`src/rtl/conv_stream_bridge_pkg.sv`:
```
// Shared definitions for the conv stream bridge: FSM encoding, BRAM word
// geometry and the pixel-to-byte-address rule the conv core also uses.
package conv_stream_bridge_pkg;

    typedef enum logic [1:0] {
        IDLE  = 2'd0,
        LOAD  = 2'd1,
        RUN   = 2'd2,
        DRAIN = 2'd3
    } state_e;

    localparam int unsigned WORD_BYTES = 4;
    localparam int          PIX_W      = 8;
    localparam int          FIFO_DEPTH = 4;

    // One pixel per 32-bit BRAM word, byte addressed.
    function automatic logic [31:0] pix_addr(input logic [31:0] idx);
        return idx * WORD_BYTES;
    endfunction

endpackage

```
`src/rtl/sync_fifo.sv`:
```
// Small synchronous FIFO; a push into a full FIFO is accepted only when the
// head is popped in the same cycle, so occupancy never exceeds DEPTH.
module sync_fifo #(
    parameter  int WIDTH = 8,
    parameter  int DEPTH = 4,
    localparam int AW    = (DEPTH > 1) ? $clog2(DEPTH) : 1,
    localparam int CW    = $clog2(DEPTH + 1)
) (
    input  logic             clk,
    input  logic             rst_n,
    input  logic             push_i,
    input  logic [WIDTH-1:0] din_i,
    input  logic             pop_i,
    output logic [WIDTH-1:0] dout_o,
    output logic             full_o,
    output logic             empty_o,
    output logic [CW-1:0]    count_o
);

    logic [WIDTH-1:0] mem_q [DEPTH];
    logic [AW-1:0]    wr_q, rd_q;
    logic [CW-1:0]    cnt_q;
    logic             do_push, do_pop;

    function automatic logic [AW-1:0] nxt(input logic [AW-1:0] ptr);
        return (ptr == AW'(DEPTH - 1)) ? '0 : ptr + AW'(1);
    endfunction

    assign full_o  = (cnt_q == CW'(DEPTH));
    assign empty_o = (cnt_q == '0);
    assign count_o = cnt_q;
    assign dout_o  = mem_q[rd_q];
    assign do_pop  = pop_i && !empty_o;
    assign do_push = push_i && (!full_o || do_pop);

    always_ff @(posedge clk or negedge rst_n) begin
        if (!rst_n) begin
            for (int i = 0; i < DEPTH; i++) mem_q[i] <= '0;
            wr_q  <= '0;
            rd_q  <= '0;
            cnt_q <= '0;
        end else begin
            if (do_push) begin
                mem_q[wr_q] <= din_i;
                wr_q        <= nxt(wr_q);
            end
            if (do_pop) rd_q <= nxt(rd_q);
            case ({do_push, do_pop})
                2'b10:   cnt_q <= cnt_q + CW'(1);
                2'b01:   cnt_q <= cnt_q - CW'(1);
                default: cnt_q <= cnt_q;
            endcase
        end
    end

endmodule

```
`src/rtl/conv_stream_bridge.sv`:
```
// Streams a raster frame into BRAM0, kicks the conv core, then streams the
// BRAM1 result back out through a prefetch FIFO.
module conv_stream_bridge
    import conv_stream_bridge_pkg::*;
#(
    parameter int IMG_WIDTH  = 256,
    parameter int IMG_HEIGHT = 256
) (
    input  logic        clk,
    input  logic        rst_n,
    input  logic [7:0]  s_tdata,
    input  logic        s_tvalid,
    output logic        s_tready,
    input  logic        s_tlast,
    output logic [7:0]  m_tdata,
    output logic        m_tvalid,
    input  logic        m_tready,
    output logic        m_tlast,
    output logic [31:0] bram0_addr,
    output logic [31:0] bram0_din,
    output logic [3:0]  bram0_we,
    output logic [31:0] bram1_addr,
    input  logic [31:0] bram1_dout,
    output logic        bram1_en,
    output logic        conv_start,
    input  logic        conv_done,
    output logic        busy,
    output logic        error
);

    localparam int             N    = IMG_WIDTH * IMG_HEIGHT;
    localparam int             CW   = $clog2(N + 1);
    localparam int             FCW  = $clog2(FIFO_DEPTH + 1);
    localparam logic [CW-1:0]  LAST = CW'(N - 1);
    localparam logic [CW-1:0]  NCNT = CW'(N);

    state_e          state_q, state_d;
    logic [CW-1:0]   p_q, p_d, q_q, q_d, o_q, o_d;
    logic            err_q, err_d, start_q, start_d;
    logic [31:0]     wa_q, wa_d, wd_q, wd_d;
    logic [3:0]      we_q, we_d;
    logic            rd_vld_q;
    logic            beat, issue, pop;
    logic            fifo_empty, fifo_full;
    logic [FCW-1:0]  fifo_cnt;
    logic [PIX_W-1:0] fifo_dout;
    logic            unused_hi;

    assign s_tready  = rst_n && (state_q == IDLE || state_q == LOAD);
    assign beat      = s_tvalid && s_tready;
    assign m_tvalid  = !fifo_empty;
    assign m_tdata   = fifo_dout;
    assign m_tlast   = m_tvalid && (o_q == LAST);
    assign pop       = m_tvalid && m_tready;
    // Reads in flight count against FIFO space so a returning word always fits.
    assign issue     = (state_q == DRAIN) && (q_q != NCNT) &&
                       ((fifo_cnt + FCW'(rd_vld_q)) < FCW'(FIFO_DEPTH));
    assign bram1_en   = issue;
    assign bram1_addr = pix_addr(32'(q_q));
    assign bram0_addr = wa_q;
    assign bram0_din  = wd_q;
    assign bram0_we   = we_q;
    assign conv_start = start_q;
    assign busy       = (state_q != IDLE);
    assign error      = err_q;
    assign unused_hi  = ^bram1_dout[31:8];

    always_comb begin
        state_d = state_q;
        p_d     = p_q;
        q_d     = q_q;
        o_d     = o_q;
        err_d   = err_q;
        start_d = 1'b0;
        wa_d    = wa_q;
        wd_d    = wd_q;
        we_d    = 4'b0000;
        case (state_q)
            IDLE, LOAD: begin
                if (beat) begin
                    if (state_q == IDLE) err_d = 1'b0;
                    if (s_tlast && p_q != LAST) begin
                        // Short frame: drop the beat and wait for a fresh one.
                        err_d   = 1'b1;
                        p_d     = '0;
                        state_d = IDLE;
                    end else begin
                        wa_d = pix_addr(32'(p_q));
                        wd_d = {24'd0, s_tdata};
                        we_d = 4'b1111;
                        if (p_q == LAST) begin
                            if (!s_tlast) err_d = 1'b1;
                            p_d     = '0;
                            state_d = RUN;
                        end else begin
                            p_d     = p_q + CW'(1);
                            state_d = LOAD;
                        end
                    end
                end
            end
            RUN: begin
                if (start_q && conv_done) state_d = DRAIN;
                else                      start_d = 1'b1;
            end
            DRAIN: begin
                if (issue) q_d = q_q + CW'(1);
                if (pop) begin
                    if (o_q == LAST) begin
                        o_d     = '0;
                        q_d     = '0;
                        state_d = IDLE;
                    end else begin
                        o_d = o_q + CW'(1);
                    end
                end
            end
            default: state_d = IDLE;
        endcase
    end

    always_ff @(posedge clk or negedge rst_n) begin
        if (!rst_n) begin
            state_q  <= IDLE;
            p_q      <= '0;
            q_q      <= '0;
            o_q      <= '0;
            err_q    <= 1'b0;
            start_q  <= 1'b0;
            wa_q     <= '0;
            wd_q     <= '0;
            we_q     <= '0;
            rd_vld_q <= 1'b0;
        end else begin
            state_q  <= state_d;
            p_q      <= p_d;
            q_q      <= q_d;
            o_q      <= o_d;
            err_q    <= err_d;
            start_q  <= start_d;
            wa_q     <= wa_d;
            wd_q     <= wd_d;
            we_q     <= we_d;
            rd_vld_q <= issue;
        end
    end

    sync_fifo #(.WIDTH(PIX_W), .DEPTH(FIFO_DEPTH)) u_fifo (
        .clk     (clk),
        .rst_n   (rst_n),
        .push_i  (rd_vld_q),
        .din_i   (bram1_dout[7:0]),
        .pop_i   (pop),
        .dout_o  (fifo_dout),
        .full_o  (fifo_full),
        .empty_o (fifo_empty),
        .count_o (fifo_cnt)
    );

    logic unused_full;
    assign unused_full = fifo_full;

endmodule

```
`config.mk`:
```
export PLATFORM = sky130hd
export DESIGN_NAME = conv_stream_bridge
export DESIGN_NICKNAME = d
export VERILOG_FILES = /design/src/rtl/conv_stream_bridge_pkg.sv /design/src/rtl/sync_fifo.sv /design/src/rtl/conv_stream_bridge.sv
export SDC_FILE = /design/constraint.sdc
export NUM_CORES = 1
export LEC_CHECK = 0
export BUFFER_PORTS_ARGS = -buffer_cell sky130_fd_sc_hd__buf_2
export CORE_UTILIZATION = 58
export CTS_CLUSTER_DIAMETER = 30
export DETAILED_ROUTE_END_ITERATION = 8
export GPL_TIMING_DRIVEN = 0
export PLACE_DENSITY = 0.86
export SLEW_MARGIN = 20
export SYNTH_ARGS = -nofsm -noshare
export SYNTH_HDL_FRONTEND = slang
export SYNTH_SLANG_ARGS = --single-unit
```
`constraint.sdc`:
```
create_clock -name clk -period 5.8 [get_ports clk]
set_input_delay 0.29 -clock clk [delete_from_list [all_inputs] [get_ports clk]]
set_output_delay 0.29 -clock clk [all_outputs]
set_load 0.03 [all_outputs]
```
==> flow_summary_export.csv, run 1 <==
group,metric,value,unit
outcome,outcome,"completed",
sta,finalHoldViolCount,0,
worst_setup_path,cpMostUsedCell,"clkbuf_1",
job,cap_violations,0,
synth,yosysSeqAreaShare,47.1,%
worst_setup_path,endpoint_kind,"primary output",
sta,setup_viol,0,
sta,max_freq,355,MHz
sta,tightest_slew,811,ps
global_routing,grt_pass1_vias,5012,
clocking,post_cts_buffers,0,
synth,synth.top_cell.area_share,47.1,%
synth,syn_area_per_cell,11.1,um^2
worst_setup_path,start_kind,"register",
clocking,ctsHtreeMaxLevel,4,
place,portBuffers,81,
drt,drt-pass1-iter-count,5,
sta,relSlewSlack,45.7,%
floorplanning,start_util,59.3,%
sta,drv_slew,0,
synth,ys.flop_type,"dfrtp_1",
floorplanning,fp.dieW,107,um
floorplanning,core-area,0.0108,mm^2
global_routing,grt.overflow.total,0,
drt,route.detailed.drc,0,
sta,whs,27.1,ps
drt,viasPerCell,5.73,
layout,diodes,0,
synth,yosysMostFrequentCell,"dfrtp_1",
synth,synth_cell_types,57,
power_and_ir_drop,ir_worst_vdd,0.215,mV
worst_setup_path,cp.arrival,2520,ps
worst_setup_path,critPathMaxStageDelay,450,ps
worst_setup_path,crit_chain,"and3_1 > xnor2_1 > clkbuf_1 > clkbuf_1 > nor3_1 > buf_2",
synth,netlist_area,0.00643,mm^2
place,place_hpwl,9790,um
global_routing,grt_max_degree,66,
power_and_ir_drop,p_per_area,296,mW/mm^2
synth,synth_common_cells,"dfrtp_1 (121), buf_4 (57), nand2_1 (40)",
floorplanning,dieArea,0.0115,mm^2
worst_setup_path,crit_family,"buffers and inverters",
hold_path,hp-class,"primary input to register",
synth,synth_enable_flop_cells,0,
clocking,cts_tree,"yes",
sta,layout_min_cycle_time,2810,ps
clocking,cts_max_path_buffers,2,
global_routing,gr-usage-all-layers,27.3,%
power_and_ir_drop,cellLeakagePower,3.87,nW
synth,synthCells,580,
drt,ant_nets,0,
floorplanning,placementRows,38,
worst_setup_path,cp_num_buf_inv,3,
sta,fin_setup_tns,0,ps
sta,timing.clock.skew,9.28,ps
clocking,cts_resized,0,
clocking,cts_buffers,17,
synth,synth.area.top_cells,"dfrtp_1 (47%), buf_4 (6.7%), mux2_2 (6.5%), mux2_4 (4.4%), mux4_2 (2.8%)",
drt,first_iter_violations,358,
floorplanning,fp.dieH,107,um
synth,yosys_warnings,0,
sta,final.period_utilization,48.5,%
floorplanning,io_pins,161,
worst_setup_path,crit_slowest_cell,"dfrtp_1",
global_routing,antenna_found_initial,0,
sta,grt_setup_unrepaired,"false",
clocking,clk-insertion-delay-late,530,ps
clocking,numClockSinks,121,
synth,ys_seq_elements,121,
clocking,clk_pin_slew,60,ps
synth,synthArstFlopShare,100,%
place,place.gp.congestion,0.874,
drt,vias,5134,
layout,drive_gt1_share,33.3,%
layout,area_delta_synth_final,23.1,%
worst_setup_path,path_class,"register to primary output",
clocking,cts_root_buffer,"clkbuf_8",
power_and_ir_drop,power,0.00234,W
drt,wl,14800,um
worst_setup_path,required,5510,ps
worst_setup_path,critPathMaxFanout,10,
synth,synth_top_cell_by_area,"dfrtp_1",
drt,wire_per_inst,16.5,um
global_routing,grt_pass1_wl,24200,um
layout,nNetsFinal,800,
-- per-layer routing --
metal / vias up / global-route usage [%] / part of all wire (%)
met5: - / 0 / 0
met4: 0 / 10.5 / 1.7
met3: 36 / 6.48 / 5.9
met2: 243 / 46.0 / 52
met1: 2515 / 34.1 / 40
li1: 2340 / - / -
-- flip-flops by register name, indices dropped and copies added (netlist names) --
signal,flops
u_fifo.rd_q,2
u_fifo.wr_q,2
u_fifo.count_o,3
bram0_we,1
bram0_din,8
q_q,17
conv_start,1
p_q,17
rd_vld_q,1
state_q,2
o_q,17
bram0_addr,17
error,1
u_fifo.mem_q,32
-- repair_timing --
item,CTS,global route
hold endpoints to repair,68,0
setup endpoints to repair,0,0
hold buffers,9,0
-- layout make-up --
| type | count | area [um^2] |
|---|---|---|
| plain buffers | 83 | 546 |
| multi-input cells | 411 | 2990 |
| flip-flops and latches | 121 | 3030 |
| repair buffers | 91 | 529 |
| well taps | 140 | 175 |
| inverters | 18 | 67.6 |
| clock inverters | 13 | 144 |
| clock buffers | 19 | 432 |
| fillers | 733 | 2930 |
-- worst paths after layout --
check	startpoint	slack, ps	cells after the start	to
max in group asynchronous	rst_n	4810	3	p_q[3]$_DFFE_PN0P_
setup reg to reg	o_q[0]$_DFFE_PN0P_	3250	7	q_q[14]$_DFFE_PN0N_
setup / recovery	u_fifo.count_o[0]$_DFFE_PN0P_	2990	6	bram1_en
min in group asynchronous	rst_n	290	2	q_q[16]$_DFFE_PN0N_
hold / removal	bram1_dout[6]	30	2	u_fifo.mem_q[30]$_DFFE_PN0P_
hold reg to reg	o_q[10]$_DFFE_PN0P_	500	1	o_q[10]$_DFFE_PN0P_
-- through the flow --
step,std cells,util (%),instance area [um^2],setup slack [ps]
global route,896,73.0,7920,2820
CTS,896,72.9,7910,2960
finish,896,73.0,7920,2990
floorplan,633,-,6630,3500
detailed placement,855,66.8,7240,3350
global placement,854,66.5,7210,2060
-- worst register-to-register path: cells and delay by family (launching register included) --
| kind | cells | cell delay [ps] |
|---|---|---|
| buffers and inverters | 2 | 670 |
| flip-flops | 1 | 420 |
| AND/OR/NAND/NOR | 3 | 1080 |
| AO/OA/AOI/OAI | 1 | 80 |
| adder cells (fa/ha/maj) | 1 | 170 |
-- power breakdown --
part	total (W)	switching, W	internal, W	leakage (nW)
combinational	0.000398	0.000257	0.000142	2.02
clock	0.00102	0.000396	0.000625	0.271
sequential	0.000920	0.0000360	0.000884	1.58
total	0.00234	0.000688	0.00165	3.87
-- cells by family after synthesis --
family / share of synthesized area (%)
other: 0.0583
and+or+nand+nor: 14.7
xor gates and xnor gates: 1.91
adders and majority gates: 2.26
AOI/OAI and AO/OA: 9.81
DFF: 47.1
buffers and inverters: 9.54
muxes: 14.7
-- layout by cell type, fill, tap and decap left out, types with 18 or more instances in the layout --
cell type	count
mux2_2	37
inv_1	18
nand3_1	23
clkbuf_1	19
conb_1	54
buf_2	84
o21ai_0	29
mux2_4	19
a21oi_1	24
nand2_1	40
dfrtp_1	121
buf_4	57
No activity file was read; power rests on OpenSTA's default activity.
==> run 2, diff against run 1 <==
Settings changed: ABC_AREA set to 1, CORE_UTILIZATION 58 to 54, PLACE_DENSITY 0.86 to 0.8.
Clock period 5.8 ns to 2.6 ns, I/O delays scaled along.
==> run 2 against run 1 <==
Effect of this change:
- combinational power rose to 7.8 times the previous value
- clock-buffer cell count up 3
- flip-flop and latch count stayed put
- via count rose by 15%
- clock power increased by 110%
- area after synthesis rose by 3.5%
- synthesized cell count up 49%
- sequential power grew to 3.1 times the previous value
==> flow_summary_export.csv, run 2 <==
group,metric,value,unit
place,place_hpwl,10500,um
power_and_ir_drop,cellLeakagePower,4.37,nW
layout,layoutNonFillerInstCount,1195,
floorplanning,fp.dieH,113,um
floorplanning,fp.dieW,113,um
layout,nNetsFinal,1094,
global_routing,antenna_found_initial,0,
sta,max_freq,417,MHz
drt,route.detailed.drc,0,
worst_setup_path,reg2reg_to,"u_fifo.count_o[2]$_DFFE_PN0P_",
synth,synth_top_cell_by_area,"dfrtp_1",
synth,synth.area.top_cells,"dfrtp_1 (46%), nand2_1 (16%), buf_4 (6.8%), nor2_1 (5.4%), o21ai_0 (5.3%)",
synth,synth_enable_flop_cells,0,
synth,yosysMostFrequentCell,"nand2_1",
worst_setup_path,required,2470,ps
sta,layout_min_cycle_time,2400,ps
sta,tightest_slew,568,ps
clocking,ctsHtreeMaxLevel,4,
worst_setup_path,crit_path_end,"m_tdata[7]",
hold_path,hold_depth,4,
global_routing,grt_max_degree,83,
worst_setup_path,endpoint_kind,"primary output",
sta,drv_slew,0,
worst_setup_path,path_class,"register to primary output",
synth,synthCells,865,
layout,drive_gt1_share,19.8,%
synth,synth_cell_types,28,
layout,nFillCells,1030,
clocking,cts_buffers,17,
worst_setup_path,r2r.worst_path.cells,12,
sta,final.period_utilization,92.2,%
synth,synthArstFlopShare,100,%
outcome,outcome,"completed",
global_routing,grt.overflow.total,0,
global_routing,grt_pass1_vias,5520,
worst_setup_path,cp.arrival,2270,ps
clocking,cts_root_buffer,"clkbuf_16",
power_and_ir_drop,p_per_area,983,mW/mm^2
layout,largest_reg_flops,32,
worst_setup_path,critPathMaxFanout,10,
worst_setup_path,r2r_start,"u_fifo.count_o[1]$_DFFE_PN0P_",
drt,first_iter_violations,482,
floorplanning,core-area,0.0120,mm^2
place,portBuffers,82,
worst_setup_path,r2r_setup_slack,220,ps
sta,setup_ws,202,ps
power_and_ir_drop,ir_worst_vdd,0.795,mV
sta,setup_viol,0,
global_routing,gr-usage-all-layers,25.7,%
drt,wl,15200,um
floorplanning,start_util,55.4,%
layout,top_register,"u_fifo.mem_q",
layout,final_common_cell,"nand2_1",
floorplanning,io_pins,161,
drt,vias,5915,
layout,diodes,0,
job,cap_violations,0,
drt,wire_per_inst,12.7,um
sta,grt_setup_unrepaired,"false",
synth,syn_area_per_cell,7.69,um^2
drt,viasPerCell,4.95,
synth,netlist_area,0.00665,mm^2
clocking,clk_pin_slew,60,ps
drt,ant_nets,0,
clocking,cts_max_path_buffers,2,
hold_path,hp-class,"primary input to register",
global_routing,grt_pass1_wl,25900,um
synth,synth.top_cell.area_share,45.5,%
place,dpl_worst_slack,-120,ps
floorplanning,placementRows,40,
place,place_inst,1148,
sta,finalHoldViolCount,0,
synth,yosys_warnings,0,
layout,mostFrequentLayoutCells,"nand2_1 (278), dfrtp_1 (121), nor2_1 (95)",
synth,yosysSeqAreaShare,45.5,%
clocking,clk-insertion-delay-late,410,ps
floorplanning,dieArea,0.0128,mm^2
sta,timing.clock.skew,8.16,ps
synth,ys.flop_type,"dfrtp_1",
worst_setup_path,start_kind,"register",
clocking,cts_tree,"yes",
place,place.gp.congestion,0.886,
layout,area_delta_synth_final,23.4,%
clocking,numClockSinks,121,
worst_setup_path,crit_start,"u_fifo.rd_q[0]$_DFFE_PN0P_",
drt,drt-pass1-iter-count,4,
synth,synth_common_cells,"nand2_1 (279), dfrtp_1 (121), nor2_1 (96)",
synth,ys_seq_elements,121,
sta,relSlewSlack,62.2,%
==> run 2: worst max-delay path, stage by stage (launching register included) <==
cell,delay [ps]
dfrtp_1,390
clkbuf_1,210
inv_1,250
clkbuf_1,430
nor2_1,80
o22ai_1,250
buf_2,240
==> run 2: cells by family after synthesis <==
logic type	synth area share, %
AOI/OAI and AO/OA	9.37
DFF	45.5
and+or+nand+nor	27.3
adders and majority gates	2.18
other	0.0564
xor gates and xnor gates	3.55
buffers and inverters	12.1
==> run 2: per-layer routing <==
layer,vias up,global-route usage (%),part of all wire [%]
met1,2752,33.6,45
li1,2980,-,-
met3,19,4.82,4.4
met5,-,0,0
met2,164,42.7,49
met4,0,10.1,1.5
==> run 2: final cells by class <==
class / count / area, um^2 / share of cell area, %
repair buffers: 101 / 624 / 7.60
flip-flops and latches: 121 / 3030 / 36.9
well taps: 147 / 184 / 2.24
clock buffers: 22 / 464 / 5.65
multi-input cells: 653 / 3030 / 36.8
clock inverters: 8 / 73.8 / 0.899
inverters: 70 / 263 / 3.20
plain buffers: 73 / 548 / 6.67
==> run 2: worst min-delay path by stage <==
stage               startpoint                    endpoint  slack (ps)
floorplan                rst_n  bram0_addr[10]$_DFFE_PN0P_        -170
global placement     conv_done        conv_start$_DFF_PN0_         320
detailed placement       rst_n         q_q[10]$_DFFE_PN0N_          80
CTS                    s_tlast         p_q[16]$_DFFE_PN0P_          20
global route           s_tlast         p_q[16]$_DFFE_PN0P_          40
finish                 s_tlast         p_q[16]$_DFFE_PN0P_          40
==> run 2: report_power, final <==
group	leakage (nW)	switching, W	internal (W)	total, W
registers	1.53	0.000456	0.00237	0.00283
logic	2.58	0.00209	0.000996	0.00309
clock network	0.262	0.000812	0.00134	0.00216
total	4.37	0.00336	0.00471	0.00807
==> run 2: repair_timing <==
| action | CTS | global route |
|---|---|---|
| hold endpoints to repair | 81 | 0 |
| endpoints found under the setup margin | 1 | 1 |
| hold buffers | 18 | 0 |
| resized for setup | 0 | 5 |
| setup buffers | 0 | 0 |
==> run 2: metrics by stage <==
stage / area [um^2] / utilization [%] / setup TNS [ps] / power [W] / hold slack (ps)
after floorplan: 6850 / - / 0 / 0.00498 / -166
after global placement: 7450 / 62.0 / -74690 / 0.00575 / 318
after detailed placement: 7480 / 62.3 / -120 / 0.00585 / 76.4
after CTS: 8190 / 68.2 / 0 / 0.00804 / 17.9
after global routing: 8210 / 68.4 / 0 / 0.00862 / 44.3
final: 8210 / 68.4 / 0 / 0.00807 / 35.4
